<file path="config.mk">
export PLATFORM = sky130hd
export DESIGN_NAME = hazard_scoreboard
export DESIGN_NICKNAME = d
export VERILOG_FILES = /design/src/rtl/hazard_scoreboard_pkg.sv /design/src/rtl/hazard_src_match.sv /design/src/rtl/hazard_scoreboard.sv
export SDC_FILE = /design/constraint.sdc
export NUM_CORES = 1
export LEC_CHECK = 0
export ABC_CLOCK_PERIOD_IN_PS = 2620
export CAP_MARGIN = 20
export CORE_ASPECT_RATIO = 1.1
export CORE_MARGIN = 2
export CORE_UTILIZATION = 43
export CTS_CLUSTER_SIZE = 8
export DETAILED_ROUTE_END_ITERATION = 12
export PLACE_DENSITY = 0.72
export REMOVE_ABC_BUFFERS = 1
export SYNTH_ARGS = -nofsm -noshare
export SYNTH_HDL_FRONTEND = slang
export SYNTH_SLANG_ARGS = --single-unit
</file>
<file path="constraint.sdc">
create_clock -name i_clk -period 2.62 [get_ports i_clk]
set_input_delay 0.786 -clock i_clk [delete_from_list [all_inputs] [get_ports i_clk]]
set_output_delay 0.786 -clock i_clk [all_outputs]
set_load 0.01 [all_outputs]
</file>
<file path="src/rtl/hazard_scoreboard_pkg.sv">
// Shared opcode constants, in-flight entry layout and opcode class helpers
// for the decode-side hazard scoreboard.
package hazard_scoreboard_pkg;

   localparam logic [6:0] OP_LUI    = 7'b0110111;
   localparam logic [6:0] OP_AUIPC  = 7'b0010111;
   localparam logic [6:0] OP_JAL    = 7'b1101111;
   localparam logic [6:0] OP_JALR   = 7'b1100111;
   localparam logic [6:0] OP_BRANCH = 7'b1100011;
   localparam logic [6:0] OP_LOAD   = 7'b0000011;
   localparam logic [6:0] OP_STORE  = 7'b0100011;
   localparam logic [6:0] OP_IMM    = 7'b0010011;
   localparam logic [6:0] OP_REG    = 7'b0110011;

   typedef struct packed {
      logic       valid;
      logic [4:0] rd;
      logic       wr;
      logic       ld;
   } entry_t;

   localparam int ENTRY_W = $bits(entry_t);

   function automatic logic writes_rd(input logic [6:0] op);
      return (op == OP_LUI) || (op == OP_AUIPC) || (op == OP_JAL) || (op == OP_JALR) ||
             (op == OP_LOAD) || (op == OP_IMM) || (op == OP_REG);
   endfunction

   function automatic logic reads_rs1(input logic [6:0] op);
      return (op == OP_JALR) || (op == OP_BRANCH) || (op == OP_LOAD) ||
             (op == OP_STORE) || (op == OP_IMM) || (op == OP_REG);
   endfunction

   function automatic logic reads_rs2(input logic [6:0] op);
      return (op == OP_BRANCH) || (op == OP_STORE) || (op == OP_REG);
   endfunction

endpackage

</file>
<file path="src/rtl/hazard_src_match.sv">
// Youngest-first producer search for one decode source operand.
// Latency: combinational; returns sel = 0 when the winning producer is a not-yet-ready load.
module hazard_src_match
   import hazard_scoreboard_pkg::*;
#(
   parameter int DEPTH      = 3,
   parameter int LOAD_STAGE = 2,
   parameter int SELW       = $clog2(DEPTH + 1)
) (
   input  logic [DEPTH*ENTRY_W-1:0] i_ents,
   input  logic                     i_req,
   input  logic [4:0]               i_rs,
   output logic                     o_stall,
   output logic [SELW-1:0]          o_sel
);

   entry_t [DEPTH:1] w_ents;
   logic             w_hit_ld;
   logic [SELW-1:0]  w_sel;

   assign w_ents = i_ents;

   // Scan oldest to youngest so the last (lowest-index) match overrides.
   always_comb begin
      w_hit_ld = 1'b0;
      w_sel    = '0;
      for (int k = DEPTH; k >= 1; k--) begin
         if (i_req && (i_rs != 5'd0) && w_ents[k].valid && w_ents[k].wr &&
             (w_ents[k].rd == i_rs)) begin
            w_sel    = SELW'(k);
            w_hit_ld = w_ents[k].ld && (k < LOAD_STAGE);
         end
      end
   end

   assign o_stall = w_hit_ld;
   assign o_sel   = w_hit_ld ? '0 : w_sel;

endmodule

</file>
<file path="src/rtl/hazard_scoreboard.sv">
// Decode-side hazard/forwarding scoreboard: DEPTH-entry shift of in-flight rd, combinational stall/forward selects.
// Latency: outputs same-cycle, state updates at posedge; mem_wait freezes all entries. Optional HAZARD_PERF_CNT_EN adds stall_cnt.
module hazard_scoreboard
   import hazard_scoreboard_pkg::*;
#(
   parameter int DEPTH      = 3,
   parameter int LOAD_STAGE = 2,
   parameter int SELW       = $clog2(DEPTH + 1)
) (
   input  logic            i_clk,
   input  logic            i_rst,
   input  logic            i_id_valid,
   input  logic [6:0]      i_id_op,
   input  logic [4:0]      i_id_rs1,
   input  logic [4:0]      i_id_rs2,
   input  logic [4:0]      i_id_rd,
   input  logic            i_mem_wait,
   input  logic            i_flush,
   output logic            o_hz_stall,
   output logic [SELW-1:0] o_fwd_sel1,
`ifdef HAZARD_PERF_CNT_EN
   output logic [31:0]     o_stall_cnt,
`endif
   output logic [SELW-1:0] o_fwd_sel2
);

   entry_t [DEPTH:1]         r_ents;
   logic                     r_flush_pend;
   logic [DEPTH*ENTRY_W-1:0] w_ents_flat;
   logic                     w_stall1;
   logic                     w_stall2;
   logic                     w_flush_eff;
   logic                     w_advance;
   entry_t                   w_new;

   assign w_ents_flat = r_ents;
   assign w_flush_eff = i_flush | r_flush_pend;
   assign w_advance   = ~i_mem_wait;
   assign o_hz_stall  = (w_stall1 | w_stall2) & ~w_flush_eff;

   hazard_src_match #(.DEPTH(DEPTH), .LOAD_STAGE(LOAD_STAGE), .SELW(SELW)) u_match_rs1 (
      .i_ents  (w_ents_flat),
      .i_req   (i_id_valid & reads_rs1(i_id_op)),
      .i_rs    (i_id_rs1),
      .o_stall (w_stall1),
      .o_sel   (o_fwd_sel1)
   );

   hazard_src_match #(.DEPTH(DEPTH), .LOAD_STAGE(LOAD_STAGE), .SELW(SELW)) u_match_rs2 (
      .i_ents  (w_ents_flat),
      .i_req   (i_id_valid & reads_rs2(i_id_op)),
      .i_rs    (i_id_rs2),
      .o_stall (w_stall2),
      .o_sel   (o_fwd_sel2)
   );

   always_comb begin
      w_new       = '0;
      w_new.valid = i_id_valid & ~o_hz_stall & ~w_flush_eff;
      w_new.rd    = i_id_rd;
      w_new.wr    = writes_rd(i_id_op);
      w_new.ld    = (i_id_op == OP_LOAD);
      if (!w_new.valid) w_new = '0;
   end

   // A flush arriving during a freeze is remembered so the killed decode slot
   // becomes the bubble on the first advancing edge.
   always_ff @(posedge i_clk) begin
      if (i_rst) begin
         r_ents       <= '0;
         r_flush_pend <= 1'b0;
      end else if (w_advance) begin
         for (int k = DEPTH; k >= 2; k--) r_ents[k] <= r_ents[k-1];
         r_ents[1]    <= w_new;
         r_flush_pend <= 1'b0;
      end else if (i_flush) begin
         r_flush_pend <= 1'b1;
      end
   end

`ifdef HAZARD_PERF_CNT_EN
   logic [31:0] r_stall_cnt;

   always_ff @(posedge i_clk) begin
      if (i_rst) begin
         r_stall_cnt <= '0;
      end else if (o_hz_stall && w_advance && (r_stall_cnt != 32'hFFFF_FFFF)) begin
         r_stall_cnt <= r_stall_cnt + 32'd1;
      end
   end

   assign o_stall_cnt = r_stall_cnt;
`endif

endmodule

</file>
## After elaboration in Yosys (flattened, before gate mapping)

Index checks and enable logic that the tools add are counted.

| cells by class | value |
|---|---|
| multiplexer cells | 11 |
| bitwise logic cells | 10 |
| div/mod/pow operators | 0 |
| equality and inequality tests | 15 |
| order comparisons | 0 |
| shifts and indexed selects | 0 |
| $mul | 0 |
| $add $sub $neg | 0 |
| reduce and logical (&&, ||, !) cells | 36 |

Operators with widths:

| operator | count |
|---|---|
| $eq A5 B5 Y1 | 6 |
| $eq A7 B6 Y1 const B | 3 |
| $eq A7 B7 Y1 const B | 3 |
| $logic_and A1 B1 Y1 | 20 |
| $mux W2 | 8 |
| $eq A7 B5 Y1 const B | 2 |
| $logic_or A1 B1 Y1 | 13 |
| $reduce_bool A5 Y1 | 2 |
| $mux W8 | 1 |
| $eq A7 B2 Y1 const B | 1 |
| $and A1 B1 Y1 | 5 |
| $not A1 Y1 | 3 |
| $mux W1 | 2 |
| $or A1 B1 Y1 | 2 |
| $reduce_or A2 Y1 | 1 |

| word-level totals | value |
|---|---|
| bits in writable memories | 0 |
| bits in latches | 0 |
| input port bits | 27 |
| memories kept | 0 |
| output and inout bits | 5 |
| memory bits (read-only) | 0 |
| register bits after elaboration | 23 |
| logic and storage cells | 83 |

## Logic depth before layout (Yosys ltp)

Gate-level depths: netlist (run 1).

| logic depth | value |
|---|---|
| depth after elaboration | 18 |
| depth in mapped cells | 6 |
| gate-level depth less buffers | 5 |

## Modules after synthesis

From an unflattened synthesis (run 1), not the netlist that was laid out.

| unflattened totals | value |
|---|---|
| cell total of the unflattened synthesis | 149 |
| area, all modules | 1,412.6 um2 |

By module, submodules not included:

| module | area an instance (um2) | times used | seq. area each (um2) | cells each |
|---|---|---|---|---|
| hazard_scoreboard | 957.2 | 1 | 500.5 | 89 |
| hazard_src_match | 227.7 | 2 | 0.0 | 30 |

## Least setup slack after synthesis (run 1)

No wires, ideal clock.

| timing | value |
|---|---|
| path kind | input to output |
| start point | in i_id_rs1[3] |
| end point | out o_hz_stall |
| path buffers | 0 |
| required time | 1,834 ps |
| path slack | -137 ps |
| data arrival time | 1,971 ps |
| cell stages on the path | 4 |
| cell sequence | xor2_1 > or4_4 > o32a_1 > nor3_2 |

| between the ends | value |
|---|---|
| word-level cells in the longest chain between the ends | 8 |
| elaborated cells between the ends (all ways) | 9 |
| those cells by class | 1 x eq/ne; 1 x mux; 2 x bitwise; 5 x reduce/logical |

RTL lines:

| what | RTL line | source |
|---|---|---|
| start, declared | hazard_scoreboard.sv:14 | `input logic [4:0] i_id_rs1,` |
| $reduce_bool A5 Y1 | hazard_src_match.sv:28 | `if (i_req && (i_rs != 5'd0) && w_ents[k].valid && w_ents[k].wr &&` |
| $logic_and A1 B1 Y1 (3 in a row) | hazard_src_match.sv:28 |  |
| $logic_and A1 B1 Y1 (*) | hazard_src_match.sv:28 |  |
| $mux W1 (*) | hazard_src_match.sv:28 |  |
| $or A1 B1 Y1 (*) | hazard_scoreboard.sv:39 | `assign o_hz_stall = (w_stall1 \| w_stall2) & ~w_flush_eff;` |
| $and A1 B1 Y1 (*) | hazard_scoreboard.sv:39 |  |
| end, declared | hazard_scoreboard.sv:19 | `output logic o_hz_stall,` |

Every way passes the cells marked *; elsewhere a longest branch is shown, timed or not.

## Final worst setup path (run 1)

| timing | value |
|---|---|
| start point | in i_id_rs1[1] |
| end point | out o_fwd_sel1[0] |

| between the ends | value |
|---|---|
| word-level cells in the longest chain between the ends | 9 |
| elaborated cells between the ends (all ways) | 19 |
| those cells by class | 3 x eq/ne; 5 x mux; 11 x reduce/logical |

RTL lines:

| what | RTL line | source |
|---|---|---|
| $reduce_bool A5 Y1 | hazard_src_match.sv:28 |  |
| $logic_and A1 B1 Y1 (4 in a row) | hazard_src_match.sv:28 |  |
| $mux W2 (3 in a row) | hazard_src_match.sv:28 |  |
| $mux W2 (*) | hazard_src_match.sv:37 | `assign o_sel = w_hit_ld ? '0 : w_sel;` |
| end, declared | hazard_scoreboard.sv:20 | `output logic [SELW-1:0] o_fwd_sel1,` |

Marked as above.

==> results of run 1 <==
sequential cells by signal, summed over array words and instances (netlist names):
name          count
r_flush_pend      1
r_ents           22
cells in the final DEF, fill, tap and decap left out, types with 2 or more instances in the layout:
master           netlist  routed
buf_4                  0      49
dfxtp_1               23      23
nor2_1                19      18
mux2i_1               14      14
xor2_1                14      12
nand2_1               12      11
xnor2_1               16      10
buf_6                  0      10
clkdlybuf4s50_1        0       8
nand4_1                7       7
o21ai_0               10       7
xnor2_2                0       6
dlygate4sd2_1          0       6
a32oi_1                5       5
buf_2                  2       5
a21oi_2                0       4
inv_1                  3       3
nand3b_1               3       3
clkbuf_4               0       3
or3_1                  3       2
xor2_2                 0       2
or4_4                  1       2
a211oi_2               0       2
and2_1                 2       2
o21ai_1                0       2
clkdlybuf4s15_2        0       2
buf_8                  0       2
worst max-delay path, cell delays in order:
cell	delay [ns]
clkdlybuf4s15_2	0.23
or4_1	0.53
nor2_1	0.16
nand3b_1	0.20
buf_4	0.16
a21oi_2	0.03
buf_2	0.13
power by group through the flow:
stage	registers (W)	logic, W	clock network [W]
global route	0.000369	0.000211	0.000181
floorplan	0.000373	0.0000556	0
global placement	0.000374	0.000157	0
detailed placement	0.000374	0.000162	0
finish	0.000367	0.000199	0.000168
CTS	0.000367	0.000188	0.000171
cell families (layout without fill, tap and decap cells):
| family | count (synthesis) | count (layout) | synth area share |
|---|---|---|---|
| muxes | 14 | 14 | 0.09697 |
| DFF | 23 | 23 | 0.3186 |
| and+or+nand+nor | 60 | 60 | 0.2364 |
| AOI/OAI and AO/OA | 27 | 27 | 0.1437 |
| xor gates and xnor gates | 30 | 30 | 0.1818 |
| buffers and inverters | 8 | 90 | 0.02251 |
metal layers:
layer / GRT usage / part of all wire / up-vias
li1: - / - / 736
met1: 0.2627 / 0.38 / 729
met2: 0.4766 / 0.56 / 45
met3: 0.02395 / 0.034 / 10
met4: 0.1193 / 0.023 / 0
met5: 0 / 0 / -
how the worst max path moves through the flow:
stage           startpoint             to  slack, ns
6_report       i_id_rs1[1]  o_fwd_sel1[0]      -0.40
5_1_grt        i_id_rs1[1]  o_fwd_sel1[0]      -0.44
4_1_cts        i_id_rs1[4]  o_fwd_sel1[0]      -0.36
3_5_place_dp   i_id_rs1[2]  o_fwd_sel1[0]      -1.23
3_3_place_gp   i_id_rs1[2]  o_fwd_sel1[0]      -1.19
2_1_floorplan  i_id_rs1[3]     o_hz_stall      -0.14
metrics by stage:
stage | cell area [um^2] | util | power [W]
detailed placement | 2057 | 0.6280 | 0.0005363
global route | 2349 | 0.7170 | 0.0007606
CTS | 2306 | 0.7040 | 0.0007253
global placement | 2057 | 0.6280 | 0.0005304
finish | 2349 | 0.7170 | 0.0007353
floorplan | 1424 | - | 0.0004289
cell type report:
type	count	area (um^2)	area share
Multi-Input combinational cell	131	1095	0.4662
Clock buffer	4	26.28	0.01119
Tap cell	36	45.04	0.01918
Inverter	3	11.26	0.004795
Sequential cell	23	460.4	0.1961
Timing Repair Buffer	83	710.7	0.3026
timing repair:
action / 4_1_cts / 5_1_grt
setup buffers: 18 / 0
setup endpoints to repair: 5 / 7
pin swaps: 30 / 14
resized for setup: 103 / 21
==> results.sh, run 1 <==
export IMPL_yosysWarnings=0
export IMPL_outcome="finished with violations"
export IMPL_p_clk_frac=0.229
export IMPL_dp_slack_ns=-1.228
export IMPL_syn_cell_area_mm2=0.001445
export IMPL_syn2layout_area_growth_pct=62.51
export IMPL_cts_buffers=3
export IMPL_synth_edf_count=0
export IMPL_path_clk_slew_ns=0.12
export IMPL_cts_tree="built"
export IMPL_crit_path_end_kind="output port"
export IMPL_critPathKind="in2out"
export IMPL_core_mm2=0.003276
export IMPL_antenna_found_initial=0
export IMPL_relSlewSlack=0.6155
export IMPL_p_int_w=0.0005305
export IMPL_finalCritPeriodShare=1.153
export IMPL_synth_most_common_cell="dfxtp_1"
export IMPL_post_place_cells=261
export IMPL_vias=1520
export IMPL_yosysSeqAreaShare=0.3186
export IMPL_final_setup_tns_ns=-1.501
export IMPL_final_setup_skew_ns=0.001244
export IMPL_synth_area_top_cells="dfxtp_1 32%, mux2i_1 9.7%, xnor2_1 9.7%"
export IMPL_fp_dieArea_mm2=0.003841
export IMPL_synth_area_per_cell_um2=8.921
export IMPL_htreeDepth=1
export IMPL_crit_required_ns=1.83
export IMPL_fin_nets=272
export IMPL_fmax_mhz=331.1
export IMPL_finalWirelength_mm=4.727
export IMPL_gp_congestion=0.8973
export IMPL_ios=32
export IMPL_synth_cell_types=33
export IMPL_n_antenna_cell=0
export IMPL_combPwrFrac=0.271
export IMPL_layout_setup_ws_ns=-0.4006
export IMPL_p_sw_w=0.0002047
export IMPL_grt_overflow_total=0
export IMPL_track_usage=0.2501
export IMPL_hold_end="r_ents[23]"
export IMPL_setup_viol=5
export IMPL_antenna_left=0
export IMPL_die_width_um=59.28
export IMPL_p_per_area_mw_per_mm2=313.1
export IMPL_fp_dieH_um=64.80
export IMPL_dpl_hpwl_mm=3.242
export IMPL_fillers=240
export IMPL_hold_start="r_ents[23]"
export IMPL_reg2reg_from="r_ents[5]"
export IMPL_synth_area_leader_cell="dfxtp_1"
export IMPL_drv_slew=0
export IMPL_drtIter0Drc=55
export IMPL_rsz0062_at_grt="true"
export IMPL_grt_pass1_vias=1616
export IMPL_drc=0
export IMPL_netlist_instances=162
export IMPL_cap_viol_max_count=0
export IMPL_wl_per_cell_um=16.88
export IMPL_grt_start_max_net_pins=15
export IMPL_synth_top_area_share=0.3186
export IMPL_power_leakage_nw=0.9861
export IMPL_num_rows=22
export IMPL_reg2reg_slack_ns=0.71
export IMPL_final_min_clock_period_ns=3.021
export IMPL_drive_gt1_frac=0.4139
export IMPL_switching_share=0.2784
export IMPL_fin_cells=280
export IMPL_reg2reg_to="r_ents[2]"
export IMPL_cts_root_buf="clkbuf_4"
export IMPL_async_reset_ff_frac=0
export IMPL_cts_sinks=23
export IMPL_insertion_delay_ns=0.31
export IMPL_reg2reg_depth=5
export IMPL_start_util=0.4412
export IMPL_ys_top_cells_by_count="23 x dfxtp_1, 19 x nor2_1, 16 x xnor2_1"
export IMPL_drt_pass1_iter_count=5
export IMPL_worstPathMaxFanout=4
export IMPL_whs_ns=0.5464
export IMPL_clockBufferDepth=2
export IMPL_grt_pass1_wl_mm=7.258
export IMPL_violations="setup timing"
export IMPL_hold_violations=0
export IMPL_ys_ff_latch=23
export IMPL_portBuffers=31
export IMPL_tightest_slew_ns=0.5756
export IMPL_hold_class="reg2reg"
export IMPL_pwr_share_seq=0.500
export IMPL_hold_path_cell_count=2
export IMPL_ys_flop_type="dfxtp_1"
export IMPL_arrival_ns=2.23
export IMPL_ir_drop_mv=0.2143
export IMPL_vias_per_cell=5.429
export IMPL_startpoint_type="input port"
export IMPL_ctsHoldBuffers=0
No activity file was read; power rests on OpenSTA's default activity.
==> run 2, diff against run 1 <==
- ABC_CLOCK_PERIOD_IN_PS: 2620 -> 3500
- CAP_MARGIN: 20 -> not set
- CORE_UTILIZATION: 43 -> 40
- PLACE_DENSITY: 0.72 -> 0.66
- clock period: 2.62 -> 3.5 ns (I/O delays scaled with it)
==> results.sh, run 2 (same netlist as run 1, synthesis figures left out) <==
export IMPL_reg2reg_slack_ns=1.57
export IMPL_path_buf_inv=2
export IMPL_tightest_slew_ns=0.6246
export IMPL_dp_slack_ns=-0.8675
export IMPL_final_setup_tns_ns=0
export IMPL_hold_class="reg2reg"
export IMPL_finalWirelength_mm=4.015
export IMPL_cts_buffers=3
export IMPL_arrival_ns=2.42
export IMPL_grt_overflow_total=0
export IMPL_outcome="completed"
export IMPL_die_width_um=61.31
export IMPL_vias=1384
export IMPL_reg2reg_to="r_ents[1]"
export IMPL_crit_required_ns=2.45
export IMPL_antenna_left=0
export IMPL_worstPathCellList="buf_12 > xnor2_2 > nand4_1 > or3_4 > or3b_1 > a21oi_2 > buf_2"
export IMPL_layout_setup_ws_ns=0.02699
export IMPL_grt_pass1_vias=1359
export IMPL_drt_pass1_iter_count=4
export IMPL_hold_start="r_ents[17]"
export IMPL_insertion_delay_ns=0.30
export IMPL_cts_sinks=23
export IMPL_htreeDepth=1
export IMPL_final_min_clock_period_ns=3.473
export IMPL_dpl_hpwl_mm=3.009
export IMPL_path_delay_family="simple AND/OR/NAND/NOR gates"
export IMPL_track_usage=0.2080
export IMPL_drive_gt1_frac=0.3364
export IMPL_finalCritPeriodShare=0.9923
export IMPL_most_common_layout_cells="26 x buf_4, 23 x dfxtp_1, 17 x nor2_1"
export IMPL_power_leakage_nw=0.8497
export IMPL_setup_viol=0
export IMPL_place_area_mm2=0.001959
export IMPL_hold_end="r_ents[17]"
export IMPL_cts_root_buf="clkbuf_4"
export IMPL_ios=32
export IMPL_ir_drop_mv=0.2466
export IMPL_n_antenna_cell=0
export IMPL_fin_nets=248
export IMPL_worstPathMaxFanout=4
export IMPL_clockBufferDepth=2
export IMPL_finish_instance_area_mm2=0.002117
export IMPL_largest_reg_flops=22
export IMPL_gp_congestion=0.9556
export IMPL_cpPeakStageDelay_ns=0.38
export IMPL_rsz0062_at_grt="true"
export IMPL_hold_violations=0
export IMPL_wl_per_cell_um=14.98
export IMPL_portBuffers=31
export IMPL_post_place_cells=258
export IMPL_syn2layout_area_growth_pct=46.49
export IMPL_crit_path_top_delay_cell="or3_4"
export IMPL_drc=0
export IMPL_reg2reg_depth=5
export IMPL_cts_tree="built"
export IMPL_final_setup_skew_ns=0.002721
export IMPL_vias_per_cell=5.164
export IMPL_top_register="r_ents"
export IMPL_startpoint_type="input port"
export IMPL_hold_path_cell_count=2
export IMPL_reg_largest_list="r_ents x22, r_flush_pend x1"
export IMPL_fin_cells=268
export IMPL_reg2reg_from="r_ents[5]"
export IMPL_num_rows=22
export IMPL_fp_dieH_um=67.04
export IMPL_grt_start_max_net_pins=15
export IMPL_mostFrequentLayoutCell="buf_4"
export IMPL_cap_viol_max_count=0
export IMPL_start_util=0.4268
export IMPL_relSlewSlack=0.5827
export IMPL_finish_utilization=0.6253
export IMPL_grt_pass1_wl_mm=6.292
export IMPL_drv_slew=0
export IMPL_crit_path_end_kind="output port"
export IMPL_antenna_found_initial=0
export IMPL_core_mm2=0.003386
export IMPL_fmax_mhz=287.9
export IMPL_path_clk_slew_ns=0.12
export IMPL_fp_dieArea_mm2=0.004110
export IMPL_p_per_area_mw_per_mm2=244.6
export IMPL_critPathKind="in2out"
export IMPL_cp_startpoint="i_id_rs1[3]"
export IMPL_drtIter0Drc=63
run 2: worst max-delay path by stage:
stage | slack, ns | cells past startpoint | end
final | 0.03 | 7 | o_fwd_sel1[0]
after global routing | -0.02 | 7 | o_fwd_sel1[0]
after CTS | -0.007 | 6 | o_hz_stall
after detailed placement | -0.87 | 6 | o_hz_stall
after global placement | -0.86 | 6 | o_hz_stall
after floorplan | 0.22 | 4 | o_hz_stall
run 2: area by class of cell:
type,count,area [um^2]
multi-input cells,131,1071
clock buffers,3,22.52
repair buffers,59,486.7
fillers,301,1269
inverters,3,11.26
well taps,48,60.06
flip-flops and latches,23,460.4
clock inverters,1,5.005
run 2: per-layer routing:
layer | GRT usage | part of all wire | vias to the layer above
li1 | - | - | 696
met1 | 0.2494 | 0.42 | 644
met2 | 0.3657 | 0.53 | 40
met3 | 0.02718 | 0.039 | 4
met4 | 0.07880 | 0.012 | 0
met5 | 0 | 0 | -
run 2: where the power goes:
part | internal [W] | leakage, nW | total (W) | switching [W]
Clock | 0.0000426 | 0.0177 | 0.000119 | 0.0000762
Combinational | 0.0000669 | 0.646 | 0.000122 | 0.0000553
Sequential | 0.000268 | 0.186 | 0.000277 | 0.00000873
run 2: metrics by stage:
step	hold slack [ns]	total power, W
after floorplan	0.4572	0.0003210
after global placement	0.4818	0.0003909
after detailed placement	0.4885	0.0003934
after CTS	0.5174	0.0005174
after global routing	0.5904	0.0005484
final	0.5168	0.0005178
run 2: tightest hold or removal path, stage by stage, from the launching register on:
cell	delay, ns
dfxtp_1	0.35
mux2i_1	0.07
nor2_1	0.07
run 2: timing repair:
| item | in CTS | in global routing |
|---|---|---|
| endpoints found under the setup margin | 5 | 4 |
| hold buffers | 0 | 0 |
| resized for setup | 78 | 22 |
| gates cloned | 0 | 0 |
| buffers inserted | 3 | 3 |
| pin swaps | 18 | 17 |
